===== src/rtl/core_mem_port_arbiter_pkg.sv =====
// Shared types and constants for the core memory-port arbiter.
// Owner encoding for the response-steering tag FIFO, the packed request
// payload held in the output register, and the fixed operand values that an
// instruction fetch presents on the memory port.
package core_mem_port_arbiter_pkg;

  typedef enum logic {
    OWNER_INST = 1'b0,
    OWNER_DATA = 1'b1
  } owner_e;

  localparam logic [1:0] INST_ORDER = 2'b10;
  localparam logic       INST_RW    = 1'b1;

  typedef struct packed {
    logic [1:0]  order;
    logic        rw;
    logic [13:0] tid;
    logic [1:0]  mmumod;
    logic [31:0] pdt;
    logic [31:0] addr;
    logic [31:0] data;
  } mem_req_t;

  // A fetch is always a read with fixed ORDER, no TID and no write data.
  function automatic mem_req_t inst_req(input logic [1:0]  mmumod,
                                        input logic [31:0] pdt,
                                        input logic [31:0] addr);
    mem_req_t r;
    r.order  = INST_ORDER;
    r.rw     = INST_RW;
    r.tid    = '0;
    r.mmumod = mmumod;
    r.pdt    = pdt;
    r.addr   = addr;
    r.data   = '0;
    return r;
  endfunction

endpackage


===== src/rtl/core_mem_arb_tag_fifo.sv =====
// In-order owner-tag FIFO: one bit per accepted memory request recording who
// issued it, so each in-order response can be steered back to its requester.
// The arbiter's credit check guarantees no push when full and pops are gated
// by empty, so no overflow/underflow protection is needed here.
module core_mem_arb_tag_fifo #(
  parameter int OUTSTANDING = 4
) (
  input  logic                         clk_i,
  input  logic                         rst_i,
  input  logic                         push_i,
  input  logic                         push_owner_i,
  input  logic                         pop_i,
  output logic [$clog2(OUTSTANDING):0] count_o,
  output logic                         empty_o,
  output logic                         head_o
);

  localparam int PW = $clog2(OUTSTANDING);

  logic          mem_q [OUTSTANDING];
  logic [PW-1:0] rd_ptr_q;
  logic [PW-1:0] wr_ptr_q;
  logic [PW:0]   count_q;

  // Pointer and occupancy bookkeeping; push and pop together leave count unchanged.
  always_ff @(posedge clk_i) begin
    if (rst_i) begin
      rd_ptr_q <= '0;
      wr_ptr_q <= '0;
      count_q  <= '0;
    end else begin
      if (push_i) wr_ptr_q <= wr_ptr_q + PW'(1);
      if (pop_i)  rd_ptr_q <= rd_ptr_q + PW'(1);
      case ({push_i, pop_i})
        2'b10:   count_q <= count_q + (PW+1)'(1);
        2'b01:   count_q <= count_q - (PW+1)'(1);
        default: count_q <= count_q;
      endcase
    end
  end

  // Tag storage; contents are meaningless while empty, so no reset.
  always_ff @(posedge clk_i) begin
    if (push_i) mem_q[wr_ptr_q] <= push_owner_i;
  end

  assign count_o = count_q;
  assign empty_o = (count_q == '0);
  assign head_o  = mem_q[rd_ptr_q];

endmodule


===== src/rtl/core_mem_port_arbiter.sv =====
// Shares the single L1/MMU memory port between instruction fetch and
// load/store. A registered arbitration stage (DATA priority with an INST
// anti-starvation override) feeds the memory port; an owner-tag FIFO steers
// in-order responses back combinationally.
module core_mem_port_arbiter
  import core_mem_port_arbiter_pkg::*;
#(
  parameter int OUTSTANDING  = 4,
  parameter int STARVE_LIMIT = 4
) (
  input  logic        iCLOCK,
  input  logic        iRESET_SYNC,
  input  logic        iINST_REQ,
  output logic        oINST_LOCK,
  input  logic [1:0]  iINST_MMUMOD,
  input  logic [31:0] iINST_PDT,
  input  logic [31:0] iINST_ADDR,
  output logic        oINST_VALID,
  output logic        oINST_PAGEFAULT,
  output logic [63:0] oINST_DATA,
  output logic [27:0] oINST_MMU_FLAGS,
  input  logic        iDATA_REQ,
  output logic        oDATA_LOCK,
  input  logic [1:0]  iDATA_ORDER,
  input  logic        iDATA_RW,
  input  logic [13:0] iDATA_TID,
  input  logic [1:0]  iDATA_MMUMOD,
  input  logic [31:0] iDATA_PDT,
  input  logic [31:0] iDATA_ADDR,
  input  logic [31:0] iDATA_DATA,
  output logic        oDATA_VALID,
  output logic        oDATA_PAGEFAULT,
  output logic [63:0] oDATA_DATA,
  output logic [27:0] oDATA_MMU_FLAGS,
  output logic        oMEM_REQ,
  input  logic        iMEM_LOCK,
  output logic [1:0]  oMEM_ORDER,
  output logic        oMEM_RW,
  output logic [13:0] oMEM_TID,
  output logic [1:0]  oMEM_MMUMOD,
  output logic [31:0] oMEM_PDT,
  output logic [31:0] oMEM_ADDR,
  output logic [31:0] oMEM_DATA,
  input  logic        iMEM_VALID,
  input  logic        iMEM_PAGEFAULT,
  input  logic [63:0] iMEM_DATA,
  input  logic [27:0] iMEM_MMU_FLAGS,
  output logic        oERR_UNEXPECTED
);

  localparam int             CW         = $clog2(OUTSTANDING) + 1;
  localparam logic [CW:0]    CREDIT_LIM = (CW+1)'(OUTSTANDING);
  localparam logic [3:0]     STARVE_MAX = 4'(STARVE_LIMIT);

  logic          mem_req_q, mem_req_d;
  mem_req_t      req_q, req_d;
  owner_e        owner_q, owner_d;
  logic [3:0]    starve_q, starve_d;
  logic          err_q, err_d;

  logic [CW-1:0] tag_count;
  logic          tag_empty;
  logic          tag_head;

  logic          accept, out_free, pop, credit, arb_ok;
  logic          grant_inst, grant_data, rsp_ok;
  logic [CW:0]   inflight;

  // Arbitration: output register free, tag credit left, then DATA unless INST is starved.
  always_comb begin
    accept     = mem_req_q && !iMEM_LOCK;
    out_free   = !mem_req_q || accept;
    pop        = iMEM_VALID && !tag_empty;
    // The request sitting in the output register already owns a tag slot.
    inflight   = {1'b0, tag_count} + {{CW{1'b0}}, mem_req_q} - {{CW{1'b0}}, pop};
    credit     = (inflight < CREDIT_LIM);
    arb_ok     = !iRESET_SYNC && out_free && credit;
    grant_data = arb_ok && iDATA_REQ && !(iINST_REQ && (starve_q == STARVE_MAX));
    grant_inst = arb_ok && iINST_REQ && !grant_data;
    oINST_LOCK = !grant_inst;
    oDATA_LOCK = !grant_data;
  end

  // Output register next state: load the winner, otherwise hold while stalled.
  always_comb begin
    mem_req_d = mem_req_q;
    req_d     = req_q;
    owner_d   = owner_q;
    if (out_free) begin
      mem_req_d = grant_data || grant_inst;
      if (grant_data) begin
        req_d.order  = iDATA_ORDER;
        req_d.rw     = iDATA_RW;
        req_d.tid    = iDATA_TID;
        req_d.mmumod = iDATA_MMUMOD;
        req_d.pdt    = iDATA_PDT;
        req_d.addr   = iDATA_ADDR;
        req_d.data   = iDATA_DATA;
        owner_d      = OWNER_DATA;
      end else if (grant_inst) begin
        req_d   = inst_req(iINST_MMUMOD, iINST_PDT, iINST_ADDR);
        owner_d = OWNER_INST;
      end
    end
  end

  // Starvation counter and sticky unexpected-response flag next state.
  always_comb begin
    starve_d = starve_q;
    if (!iINST_REQ || grant_inst) begin
      starve_d = '0;
    end else if (grant_data && (starve_q != STARVE_MAX)) begin
      starve_d = starve_q + 4'd1;
    end
    err_d = err_q || (iMEM_VALID && tag_empty);
  end

  // State registers; reset drops any pending memory request.
  always_ff @(posedge iCLOCK) begin
    if (iRESET_SYNC) begin
      mem_req_q <= 1'b0;
      req_q     <= '0;
      owner_q   <= OWNER_INST;
      starve_q  <= '0;
      err_q     <= 1'b0;
    end else begin
      mem_req_q <= mem_req_d;
      req_q     <= req_d;
      owner_q   <= owner_d;
      starve_q  <= starve_d;
      err_q     <= err_d;
    end
  end

  core_mem_arb_tag_fifo #(
    .OUTSTANDING (OUTSTANDING)
  ) u_tag_fifo (
    .clk_i        (iCLOCK),
    .rst_i        (iRESET_SYNC),
    .push_i       (accept),
    .push_owner_i (owner_q),
    .pop_i        (pop),
    .count_o      (tag_count),
    .empty_o      (tag_empty),
    .head_o       (tag_head)
  );

  // Response steering by FIFO head; payload forced to zero when not strobed.
  always_comb begin
    rsp_ok          = iMEM_VALID && !tag_empty && !iRESET_SYNC;
    oINST_VALID     = rsp_ok && (tag_head == OWNER_INST);
    oDATA_VALID     = rsp_ok && (tag_head == OWNER_DATA);
    oINST_PAGEFAULT = oINST_VALID ? iMEM_PAGEFAULT : 1'b0;
    oINST_DATA      = oINST_VALID ? iMEM_DATA      : '0;
    oINST_MMU_FLAGS = oINST_VALID ? iMEM_MMU_FLAGS : '0;
    oDATA_PAGEFAULT = oDATA_VALID ? iMEM_PAGEFAULT : 1'b0;
    oDATA_DATA      = oDATA_VALID ? iMEM_DATA      : '0;
    oDATA_MMU_FLAGS = oDATA_VALID ? iMEM_MMU_FLAGS : '0;
  end

  assign oMEM_REQ        = mem_req_q;
  assign oMEM_ORDER      = req_q.order;
  assign oMEM_RW         = req_q.rw;
  assign oMEM_TID        = req_q.tid;
  assign oMEM_MMUMOD     = req_q.mmumod;
  assign oMEM_PDT        = req_q.pdt;
  assign oMEM_ADDR       = req_q.addr;
  assign oMEM_DATA       = req_q.data;
  assign oERR_UNEXPECTED = err_q;

endmodule


===== config.mk =====
export PLATFORM = sky130hd
export DESIGN_NAME = core_mem_port_arbiter
export DESIGN_NICKNAME = d
export VERILOG_FILES = /design/src/rtl/core_mem_port_arbiter_pkg.sv /design/src/rtl/core_mem_arb_tag_fifo.sv /design/src/rtl/core_mem_port_arbiter.sv
export SDC_FILE = /design/constraint.sdc
export NUM_CORES = 1
export LEC_CHECK = 0
export BUFFER_PORTS_ARGS = -buffer_cell sky130_fd_sc_hd__buf_2
export CELL_PAD_IN_SITES_DETAIL_PLACEMENT = 0
export CELL_PAD_IN_SITES_GLOBAL_PLACEMENT = 1
export CORE_AREA = 4 4 228 230
export CTS_CLUSTER_SIZE = 12
export DETAILED_ROUTE_END_ITERATION = 12
export DIE_AREA = 0 0 232 234
export PLACE_DENSITY_LB_ADDON = 0.05
export SLEW_MARGIN = 20
export SYNTH_ARGS = -nofsm -noshare
export SYNTH_HDL_FRONTEND = slang
export SYNTH_HIERARCHICAL = 1
export SYNTH_SLANG_ARGS = --single-unit

===== constraint.sdc =====
create_clock -name iCLOCK -period 4.62 [get_ports iCLOCK]
set_clock_uncertainty 0.15 [all_clocks]
set_input_delay 0.693 -clock iCLOCK [delete_from_list [all_inputs] [get_ports iCLOCK]]
set_output_delay 0.693 -clock iCLOCK [all_outputs]
set_load 0.005 [all_outputs]

# ---- Word level (Yosys, flattened, before mapping)
# Memories as Yosys holds them, arrays and structs flattened. A register that Yosys moved wholly into a read port is not among the register bits.
# Cells that the tools add are included.
dict set report op_classes {
  addsub 7
  order_cmp 1
  eq_ne 4
  n_mux 15
  bitwise 1
  reduce_logical 31
}
# op n
set ops {}
lappend ops {{$mux W115} 2}
lappend ops {{$mux W64} 2}
lappend ops {{$mux W28} 2}
lappend ops {{$logic_and A1 B1 Y1} 14}
lappend ops {{$logic_not A1 Y1} 8}
lappend ops {{$mux W1} 6}
lappend ops {{$pmux W3 S2} 1}
lappend ops {{$add A2 B1 Y2 const B} 2}
lappend ops {{$add A3 B1 Y4} 1}
lappend ops {{$add A4 B1 Y4 const B} 1}
lappend ops {{$eq A4 B3 Y1 const B} 1}
lappend ops {{$logic_or A1 B1 Y1} 4}
lappend ops {{$lt A4 B3 Y1 const B} 1}
lappend ops {{$mux W2} 2}
lappend ops {{$ne A4 B3 Y1 const B} 1}
lappend ops {{$reduce_bool A2 Y1} 2}
lappend ops {{$sub A4 B1 Y4} 1}
lappend ops {{$add A3 B1 Y3 const B} 1}
lappend ops {{$logic_not A3 Y1} 1}
lappend ops {{$sub A3 B1 Y3 const B} 1}
lappend ops {{$eq A2 B1 Y1 const B} 1}
lappend ops {{$eq A2 B2 Y1 const B} 1}
lappend ops {{$reduce_and A2 Y1} 1}
lappend ops {{$reduce_or A2 Y1} 1}
lappend ops {{$not A1 Y1} 1}
dict set report totals {
  register_bits 129
  ramBits 4
  inputBits 280
  out_inout_bits 307
  wordCells 74
  memories 1
}
# memory words word_bits rd rd_ports_with_merged_regs write_ports line_no
set memory_table {}
lappend memory_table {u_tag_fifo.mem_q 4 1 1 1 1 core_mem_arb_tag_fifo.sv:20} ;# logic mem_q [OUTSTANDING];

# ---- Logic depth before layout (Yosys ltp)
# Gate-level depths: netlist (run 1).
dict set report logic_depth {
  word_depth 12
  mapped_depth 12
  mapped_depth_nobuf 10
}

# ---- Hierarchy
# Netlist (run 1), hierarchy kept.
# mod instances cells_each area_per_inst_um2 seq_area_each_um2
set modules_own_cells {}
lappend modules_own_cells {core_mem_port_arbiter 1 802 6653.9 2442.3}
lappend modules_own_cells {core_mem_arb_tag_fifo 1 51 570.5 300.3}

# ---- Worst setup path after synthesis (run 1)
# No wires, ideal clock.
dict set report synth_timing {
  path_kind {input -> output}
  from {input iMEM_VALID}
  to {output oINST_LOCK}
  arrival_time_ns 2.439
  required_time_ns 3.777
  slack_ns 1.338
  path_stages 10
  path_buffers 2
  cell_sequence {nor2b_1 ha_1 inv_1 ha_1 and3b_1 o211a_1 o211a_1 buf_2 buf_2 nand3_1}
}
dict set report synth_between {
  elab_chain_cells 9
  word_cells_on_any_way 10
  classes_between {add/sub (1); order compare (1); reduce/logical (8)}
}
# item line_no
set synth_lines {}
lappend synth_lines {{start: declaration} core_mem_port_arbiter.sv:44} ;# input logic iMEM_VALID,
lappend synth_lines {{$logic_and A1 B1 Y1 *} core_mem_port_arbiter.sv:73} ;# pop = iMEM_VALID && !tag_empty;
lappend synth_lines {{$sub A4 B1 Y4 *} core_mem_port_arbiter.sv:75} ;# inflight = {1'b0, tag_count} + {{CW{1'b0}}, mem_req_q} - {{CW{1'b0}}, pop};
lappend synth_lines {{$lt A4 B3 Y1 *} core_mem_port_arbiter.sv:76} ;# credit = (inflight < CREDIT_LIM);
lappend synth_lines {{$logic_and A1 B1 Y1 *} core_mem_port_arbiter.sv:77} ;# arb_ok = !iRESET_SYNC && out_free && credit;
lappend synth_lines {{$logic_and A1 B1 Y1 (2 in series)} core_mem_port_arbiter.sv:78} ;# grant_data = arb_ok && iDATA_REQ && !(iINST_REQ && (starve_q == STARVE_MAX));
lappend synth_lines {{$logic_not A1 Y1} core_mem_port_arbiter.sv:79} ;# grant_inst = arb_ok && iINST_REQ && !grant_data;
lappend synth_lines {{$logic_and A1 B1 Y1 *} core_mem_port_arbiter.sv:79}
lappend synth_lines {{$logic_not A1 Y1 *} core_mem_port_arbiter.sv:80} ;# oINST_LOCK = !grant_inst;
lappend synth_lines {{end: declaration} core_mem_port_arbiter.sv:14} ;# output logic oINST_LOCK,
# Mark *: on every way between the ends. The rest lies on a longest branch, timed or not.

# ---- Worst setup path after layout (run 1)
dict set report layout_timing {
  from {register u_tag_fifo.count_q[0], in the netlist u_tag_fifo/count_o[0]}
  to {output oDATA_LOCK}
}
dict set report layout_between {
  elab_chain_cells 9
  word_cells_on_any_way 10
  classes_between {add/sub (2); order compare (1); reduce/logical (7)}
}
# item line_no
set layout_lines {}
lappend layout_lines {{start: declaration} core_mem_arb_tag_fifo.sv:23} ;# logic [PW:0] count_q;
lappend layout_lines {{start signal: assignment} core_mem_arb_tag_fifo.sv:35} ;# 2'b10: count_q <= count_q + (PW+1)'(1);
lappend layout_lines {{start signal: assignment} core_mem_arb_tag_fifo.sv:36} ;# 2'b01: count_q <= count_q - (PW+1)'(1);
lappend layout_lines {{start signal: assignment} core_mem_arb_tag_fifo.sv:37} ;# default: count_q <= count_q;
lappend layout_lines {{$logic_not A3 Y1} core_mem_arb_tag_fifo.sv:48} ;# assign empty_o = (count_q == '0);
lappend layout_lines {{net tag_empty} core_mem_port_arbiter.sv:62} ;# logic tag_empty;
lappend layout_lines {{$logic_not A1 Y1} core_mem_port_arbiter.sv:73}
lappend layout_lines {{$logic_and A1 B1 Y1} core_mem_port_arbiter.sv:73}
lappend layout_lines {{net pop} core_mem_port_arbiter.sv:65} ;# logic accept, out_free, pop, credit, arb_ok;
lappend layout_lines {{$sub A4 B1 Y4} core_mem_port_arbiter.sv:75}
lappend layout_lines {{$lt A4 B3 Y1} core_mem_port_arbiter.sv:76}
lappend layout_lines {{$logic_and A1 B1 Y1} core_mem_port_arbiter.sv:77}
lappend layout_lines {{$logic_and A1 B1 Y1 (2 in series)} core_mem_port_arbiter.sv:78}
lappend layout_lines {{$logic_not A1 Y1} core_mem_port_arbiter.sv:81} ;# oDATA_LOCK = !grant_data;
lappend layout_lines {{end: declaration} core_mem_port_arbiter.sv:23} ;# output logic oDATA_LOCK,
# The timed path passes the listed nets, and every way through them passes these cells.

==> impl_metrics.yaml, run 1 <==
floorplan:
  core_sq_mm: 0.0499
  io_pins: 587
  die_height_um: 234
  die-area_sq_mm: 0.0543
  fp-row-count: 82
  floorplan.initialDensity_pct: 14.5
  fp.dieW_um: 232
power:
  power_mw: 4.57
  ir_drop_uv: 197
  leakagePower_nw: 5.66
  powerDensity_mw_per_mm2: 403
sta:
  hold_viol: 0
  fmax_mhz: 257
  post-route-min-period_ps: 3900
  tns_ps: 0
  timing.final.crit_share_pct: 84.3
  fin_ws_ps: 723
  slew_viol_final: 0
  timing.slew.headroom_pct: 39.2
  setup_violations: 0
  worst_pin_slew_ps: 913
  rsz0062_at_grt: "false"
route:
  drt-pass1-iter-count: 4
  drc: 0
  drt-initial-drc-count: 212
  via_per_inst: 3.91
  drtAntennaViolNets: 0
  routedWlPerCell_um: 21.0
  drt_wl_total_mm: 43.7
  num_vias: 8135
final_layout:
  utilization_pct: 22.8
  drive_above_1_share_pct: 49.7
  layout_commonest_cell: "buf_2"
  num-nets-final: 1685
  final_cell_mix: "buf_2 (585), and2_1 (190), nand2_1 (136)"
  syn2layout_area_growth_pct: 57.1
  final_cell_area_sq_mm: 0.0113
worst_setup_path:
  crit_type: "flip-flop to output pin"
  critPathMaxFanout: 9
  cp-start-kind: "flip-flop"
  reg2reg_depth: 11
  worst_ep_required_time_ps: 3780
  end_kind: "output pin"
  r2r_slack_ps: 1220
  arrival_ps: 3050
clocking:
  holdBufCountCts: 0
  ctsResizeCount: 0
  cts_root_buf: "clkbuf_16"
  cts_buffer_depth: 2
  numCtsBuffers: 17
  clk_latency_ps: 430
  htreeDepth: 4
  cts.sinks: 135
  path_clk_slew_ps: 70
  cts_setup_buffers: 0
  cts_tree: "yes"
placement:
  pre_cts_slack_ps: 874
  place_hpwl_mm: 34.5
  gp_congestion: 0.776
  place_area_sq_mm: 0.0108
  io_buffers: 586
synthesis:
  yosys.area_share.simple_pct: 31.6
  yosysWarningCount: 6
  yosysTopAreaCell: "dfxtp_1"
  synthAdderAreaFrac_pct: 2.01
  avgSynthCellArea_sq_um: 8.47
  ys_seq_elements: 135
  synth-compound-area-share_pct: 21.2
  synth_top_family_by_area: "simple AND/OR/NAND/NOR gates"
  syn_nets: 1144
  synth_cell_types: 42
  synth_edf_count: 4
  ys_async_sr_fraction_pct: 0
  netlist_top_cells_area: "dfxtp_1 (36%), and2_1 (16%), a311oi_2 (12%)"
  syn_area_sq_mm: 0.00722
  syn_inst: 853
  yosys.area.top_type_share_pct: 36.3
  yosysSeqAreaShare_pct: 38.0
  muxShareOfSynthArea_pct: 0.450
  synth_flop_cell: "dfxtp_1"
  synth_xor_area_share_pct: 0.727
global_route:
  grt_pass1_wl_mm: 59.6
  grt_pass1_vias: 8258
  grtUsageMet3_pct: 5.21
  gr-total-overflow: 0
  antenna_found_initial: 13
  met1_usage_pct: 15.0
  grt_use_met2_pct: 28.9
  grt.total_usage_pct: 15.1
  grt_max_degree: 116
  top_usage_layer: "met2"
run:
  maxCapViolations: 0
min_path:
  holdPathStages: 2
  hold_path.class: "flip-flop to flip-flop"
run_status:
  status: "finished clean"
[per-stage QoR]
step | hold WS (ps) | cells
after floorplan | 297 | 853
after global placement | 303 | 2047
after detailed placement | 308 | 2047
after CTS | 319 | 2078
after global routing | 333 | 2079
final | 318 | 2081
[flip-flops by register name (all words and copies together), names as in the netlist, named ones only]
signal / count
owner_q: 1
oMEM_ORDER: 2
u_tag_fifo/mem_q: 4
oMEM_DATA: 32
u_tag_fifo/rd_ptr_q: 2
starve_q: 4
oMEM_RW: 1
oMEM_ADDR: 32
oMEM_TID: 14
oERR_UNEXPECTED: 1
oMEM_PDT: 32
u_tag_fifo/count_o: 3
oMEM_REQ: 1
oMEM_MMUMOD: 2
u_tag_fifo/wr_ptr_q: 2
[cell type report]
cell class / instances / area [sq um]
multi-input combinational: 624 / 4080
fill: 5715 / 38500
clock buffer: 18 / 429
timing repair buffer: 602 / 3100
inverter: 14 / 52.6
tap: 672 / 841
sequential: 135 / 2740
clock inverter: 13 / 98.8
antenna: 3 / 7.51
[power breakdown]
part / switching [mW] / internal, mW
registers: 0.134 / 1.43
logic: 1.01 / 0.718
clock network: 0.588 / 0.688
[layer usage]
| layer | vias to the layer above | routed length (um) |
|---|---|---|
| met3 | 61 | 3410 |
| met4 | 22 | 1360 |
| met1 | 3737 | 15300 |
| met2 | 315 | 23400 |
| li1 | 4000 | - |
| met5 | - | 161 |
[cells by family (layout without fill, tap and decap cells)]
| group | count (synthesis) | in the layout |
|---|---|---|
| flip-flops | 135 | 135 |
| adder cells (fa/ha/maj) | 11 | 11 |
| other | 0 | 3 |
| multiplexers | 2 | 2 |
| AO/OA/AOI/OAI | 138 | 138 |
| XOR/XNOR | 6 | 6 |
| AND/OR/NAND/NOR | 467 | 467 |
| buffers and inverters | 94 | 647 |
[worst max-delay path, cell delays in order (launching register included)]
cell and delay (ps):
dfxtp_1 400, nor3_1 100, nor2b_1 360, ha_1 230, inv_1 40, ha_1 260, nor3b_1 140, o21ai_1 280
o211a_1 430, nand2_1 200, buf_2 170
[synthesized netlist by cell type (2+ instances only)]
| library cell | n |
|---|---|
| xor2_1 | 3 |
| o211a_1 | 3 |
| clkbuf_1 | 51 |
| or3_1 | 2 |
| o221a_1 | 2 |
| a21oi_1 | 8 |
| dfxtp_1 | 131 |
| o21ai_0 | 3 |
| buf_6 | 7 |
| inv_1 | 14 |
| buf_2 | 21 |
| a311oi_2 | 60 |
| a311oi_1 | 6 |
| nor2_1 | 124 |
| and2_1 | 190 |
| o21ai_1 | 3 |
| nor2b_1 | 2 |
| a32oi_1 | 47 |
| edfxtp_1 | 4 |
| o211ai_1 | 2 |
| xnor2_1 | 3 |
| nand2_1 | 136 |
| nand3_1 | 3 |
| ha_1 | 10 |
[worst paths after layout]
check | start | endpoint
worst max-delay path | u_tag_fifo/count_o[0]$_SDFFE_PP0P_ | oDATA_LOCK
worst min-delay path | oERR_UNEXPECTED$_SDFF_PP0_ | oERR_UNEXPECTED$_SDFF_PP0_
worst max register to register | u_tag_fifo/count_o[0]$_SDFFE_PP0P_ | oMEM_MMUMOD[1]$_SDFFE_PP0P_
worst min register to register | oERR_UNEXPECTED$_SDFF_PP0_ | oERR_UNEXPECTED$_SDFF_PP0_
(Power assumes the default switching activity.)
==> inputs of run 2 (changes only) <==
CORE_AREA = 4 4 225 227   (was 4 4 228 230)
DIE_AREA = 0 0 229 231   (was 0 0 232 234)
clock period = 3.15 ns   (was 4.62 ns; I/O delays follow)
==> impl_metrics.yaml, run 2 (synthesis gave the netlist of run 1 again) <==
route:
  drt-pass1-iter-count: 4
  via_per_inst: 4.04
  drtAntennaViolNets: 0
  drt_wl_total_mm: 43.2
  drc: 0
  num_vias: 8260
  drt-initial-drc-count: 288
  routedWlPerCell_um: 21.1
power:
  powerDensity_mw_per_mm2: 610
  leakagePower_nw: 5.75
  power_mw: 7.05
  ir_drop_uv: 260
sta:
  holdWs_ps: 123
  timing.final.crit_share_pct: 95.2
  fmax_mhz: 333
  setup_violations: 0
  worst_pin_slew_ps: 867
  timing.slew.headroom_pct: 42.2
  slew_viol_final: 0
  hold_viol: 0
  post-route-min-period_ps: 3000
  fin_ws_ps: 151
global_route:
  top_usage_layer: "met2"
  antenna_found_initial: 15
  grt_max_degree: 95
  grtUsageMet3_pct: 5.70
  met1_usage_pct: 15.3
  grt_pass1_wl_mm: 60.2
  grt_use_met2_pct: 29.7
  grt_pass1_vias: 8236
  grt.total_usage_pct: 15.4
  gr-total-overflow: 0
worst_setup_path:
  max_stage_delay_ps: 360
  arrival_ps: 2380
  crit_type: "flip-flop to output pin"
  cp-start-kind: "flip-flop"
  cp_top_family: "simple AND/OR/NAND/NOR gates"
  cpMostUsedCell: "o211a_4"
  cp_slowest_cell: "dfxtp_4"
  worst_ep_required_time_ps: 2530
  end_kind: "output pin"
  critPathMaxFanout: 5
  crit_buf_inv: 2
  path_cells: "nor3_4 -> nor2b_2 -> ha_2 -> inv_1 -> ha_1 -> and3b_1 -> o211a_4 -> o211a_4 -> nand3_1 -> buf_2"
clocking:
  htreeDepth: 4
  clk_latency_ps: 440
  cts_buffer_depth: 2
  cts_root_buf: "clkbuf_16"
  numCtsBuffers: 17
  cts_tree: "yes"
  cts.sinks: 135
  holdBufCountCts: 0
  path_clk_slew_ps: 70
final_layout:
  layout_commonest_cell: "buf_2"
  drive_above_1_share_pct: 50.7
  num-nets-final: 1695
  syn2layout_area_growth_pct: 59.9
  final_cell_area_sq_mm: 0.0116
  final_cell_mix: "buf_2 (585), and2_1 (190), nand2_1 (136)"
  utilization_pct: 23.7
placement:
  place_area_sq_mm: 0.0109
  pre_cts_slack_ps: 81.5
  io_buffers: 586
  place_hpwl_mm: 34.4
  gp_congestion: 0.842
run:
  maxCapViolations: 0
run_status:
  status: "finished clean"
floorplan:
  io_pins: 587
  fp-row-count: 81
  core_sq_mm: 0.0486
  die-area_sq_mm: 0.0529
  die_height_um: 231
  floorplan.initialDensity_pct: 14.9
  fp.dieW_um: 229
min_path:
  hold_path.class: "input port to flip-flop"
run 2: cell count changes in the layout (fill, tap and decap cells not counted), sizes merged:
cell,delta
buf,+10
clkinv,-4
diode,+3
bufinv,+2
clkbuf,+2
clkinvlp,+2
inv,-1
run 2: area by class of cell:
type	count	area, sq um
clock inverter	12	144
sequential	135	2750
antenna	6	15.0
tap	622	778
fill	5482	37100
inverter	14	52.6
clock buffer	20	447
multi-input combinational	624	4120
timing repair buffer	612	3250
run 2: report_power, final:
group | switching [mW] | total, mW | internal (mW)
clock network | 0.857 | 2.06 | 1.20
registers | 0.204 | 2.31 | 2.11
logic | 1.50 | 2.68 | 1.18
total | 2.56 | 7.05 | 4.48
run 2: metal layers:
metal / part of all wire [%] / up-vias
li1: - / 4030
met1: 36 / 3847
met2: 54 / 321
met3: 7.5 / 46
met4: 2.1 / 16
met5: 0.21 / -
run 2: final timing paths:
kind                                           start                    endpoint  slack [ps]  cells past startpoint
setup / recovery  u_tag_fifo/count_o[1]$_SDFFE_PP0P_                  oINST_LOCK         150                     10
hold / removal                            iMEM_VALID  oERR_UNEXPECTED$_SDFF_PP0_         120                      3
setup reg to reg  u_tag_fifo/count_o[0]$_SDFFE_PP0P_   oMEM_PDT[19]$_SDFFE_PP0P_         330                     12
hold reg to reg           oERR_UNEXPECTED$_SDFF_PP0_  oERR_UNEXPECTED$_SDFF_PP0_         320                      2
run 2: worst register-to-register path: cells and delay by family (launching register included):
kind | cells | cell delay [ps]
compound gates | 3 | 870
fa+ha+maj | 2 | 440
simple gates | 4 | 430
flops | 1 | 380
buf+inv | 3 | 460
run 2: timing repair:
action                     4_1_cts  5_1_grt
setup buffers                    1        3
gates resized for setup          5        9
pin swaps                        0        2
setup endpoints to repair        2        3
hold endpoints to repair         0        0
run 2: metrics by stage:
step                      std cells  TNS [ps]
after floorplan                 853         0
after global placement         2003         0
after detailed placement       2003         0
after CTS                      2036         0
after global routing           2041     -9.79
final                          2045         0
==> inputs of run 3 (changes only) <==
CTS_BUF_LIST = sky130_fd_sc_hd__clkbuf_4   (was not set)
clock period = 2.5 ns   (was 3.15 ns; I/O delays follow)
==> impl_metrics.yaml, run 3 (synthesis gave the netlist of run 1 again) <==
placement:
  place_hpwl_mm: 34.1
  io_buffers: 586
  dp.cells: 2017
  gp_congestion: 0.836
  pre_cts_slack_ps: -228
final_layout:
  drive_above_1_share_pct: 54.2
  instances_no_fill: 2288
  syn2layout_area_growth_pct: 111
  layout_commonest_cell: "buf_2"
  final_cell_mix: "buf_2 (464), dlygate4sd3_1 (186), nand2_1 (135)"
  num-nets-final: 1938
sta:
  setup_violations: 311
  worst_pin_slew_ps: 1030
  fmax_mhz: 334
  tns_ps: -98390
  timing.slew.headroom_pct: 31.5
  fin_ws_ps: -496
  slew_viol_final: 0
  rsz0062_at_grt: "true"
  holdWs_ps: 129
  hold_viol: 0
  timing.final.crit_share_pct: 120
  post-route-min-period_ps: 3000
clocking:
  cts_tree: "yes"
  path_clk_slew_ps: 140
  clk_latency_ps: 590
  numCtsBuffers: 17
  htreeDepth: 4
  cts_root_buf: "clkbuf_4"
  cts_buffer_depth: 2
  cts.sinks: 135
floorplan:
  die-area_sq_mm: 0.0529
  io_pins: 587
  floorplan.initialDensity_pct: 14.9
  core_sq_mm: 0.0486
  fp-row-count: 81
  fp.dieW_um: 229
  die_height_um: 231
global_route:
  antenna_found_initial: 10
  grt_pass1_vias: 9567
  grt.total_usage_pct: 16.9
  gr-total-overflow: 0
  grt_max_degree: 73
  grt_pass1_wl_mm: 66.6
route:
  via_per_inst: 4.11
  routedWlPerCell_um: 21.3
  drt_wl_total_mm: 48.8
  drc: 0
  drtAntennaViolNets: 0
  num_vias: 9398
  drt-pass1-iter-count: 4
  drt-initial-drc-count: 304
power:
  leakagePower_nw: 7.14
  ir_drop_uv: 266
  power_mw: 9.10
  powerDensity_mw_per_mm2: 596
worst_setup_path:
  r2r_start: "u_tag_fifo/count_o[1]$_SDFFE_PP0P_"
  path_cells: "nor3_4 -> nor2b_2 -> ha_2 -> inv_2 -> ha_4 -> and3b_1 -> o211a_1 -> o211a_4 -> nand2_2 -> buf_6"
  arrival_ps: 2470
  crit_buf_inv: 2
  cp_top_family: "simple AND/OR/NAND/NOR gates"
  max_stage_delay_ps: 360
  critPathMaxFanout: 3
  cp-start-kind: "flip-flop"
  startpoint: "u_tag_fifo/count_o[1]$_SDFFE_PP0P_"
  end_kind: "output pin"
  worst_ep_required_time_ps: 1980
  cp_slowest_cell: "dfxtp_2"
  crit_type: "flip-flop to output pin"
min_path:
  hp-start: "iRESET_SYNC"
  hold_path.class: "input port to flip-flop"
run_status:
  status: "finished with violations"
  violations: "setup timing"
run:
  maxCapViolations: 0
## run 3: cell types whose count changed in the layout (fill, tap and decap cells not counted), moves of 6 or more
| cell | previous run | this run |
|---|---|---|
| and2_1 | 190 | 81 |
| and2_4 | 0 | 109 |
| buf_6 | 1 | 124 |
| a32oi_1 | 47 | 38 |
| buf_16 | 0 | 14 |
| buf_8 | 0 | 6 |
| clkbuf_4 | 0 | 18 |
| buf_4 | 17 | 36 |
| a32oi_2 | 0 | 9 |
| buf_2 | 585 | 464 |
| clkbuf_16 | 17 | 10 |
| dlygate4sd3_1 | 0 | 186 |
## run 3: routing by layer
layer / wire length [um] / share of wire [%] / up-vias / global-route usage [%]
li1: - / - / 4521 / -
met1: 17200 / 35 / 4453 / 17.1
met2: 26400 / 54 / 348 / 31.7
met3: 2670 / 5.5 / 68 / 4.86
met4: 2430 / 5.0 / 8 / 8.14
met5: 58 / 0.12 / - / 0
## run 3: final timing paths
kind         slack [ps]  depth (start not counted)                         end
max                -500                         10                  oDATA_LOCK
min                 130                          4        oMEM_RW$_SDFFE_PP0P_
max reg2reg        -360                         14  oMEM_DATA[22]$_SDFFE_PP0P_
min reg2reg         350                          2    starve_q[3]$_SDFFE_PP0P_
## run 3: layout make-up
| type | count | area, sq um |
|---|---|---|
| timing repair buffer | 855 | 6890 |
| clock inverter | 12 | 154 |
| multi-input combinational | 624 | 4480 |
| tap | 622 | 778 |
| antenna | 8 | 20.0 |
| sequential | 135 | 2750 |
| fill | 5249 | 33400 |
| inverter | 14 | 52.6 |
| clock buffer | 18 | 135 |
## run 3: per-stage QoR
step | area, sq um | utilization (%)
6_report | 15300 | 31.4
3_3_place_gp | 11000 | 22.6
4_1_cts | 14300 | 29.4
5_1_grt | 15200 | 31.3
3_5_place_dp | 11000 | 22.6
2_1_floorplan | 7270 | -
## run 3: worst min-delay path: cells and delay by family
family	cells	cell delay, ps
AO/OA/AOI/OAI	1	120
buffers and inverters	3	330
## run 3: repair_timing
action	CTS	global route
gates resized for setup	164	155
hold buffers	186	0
setup buffers	15	2
setup endpoints to repair	310	311
hold endpoints to repair	125	0
cloned	14	16
pin swaps	55	45
## run 3: where the power goes
part / internal, mW / switching (mW)
clock: 0.694 / 0.940
sequential: 2.65 / 0.250
combinational: 2.31 / 2.25
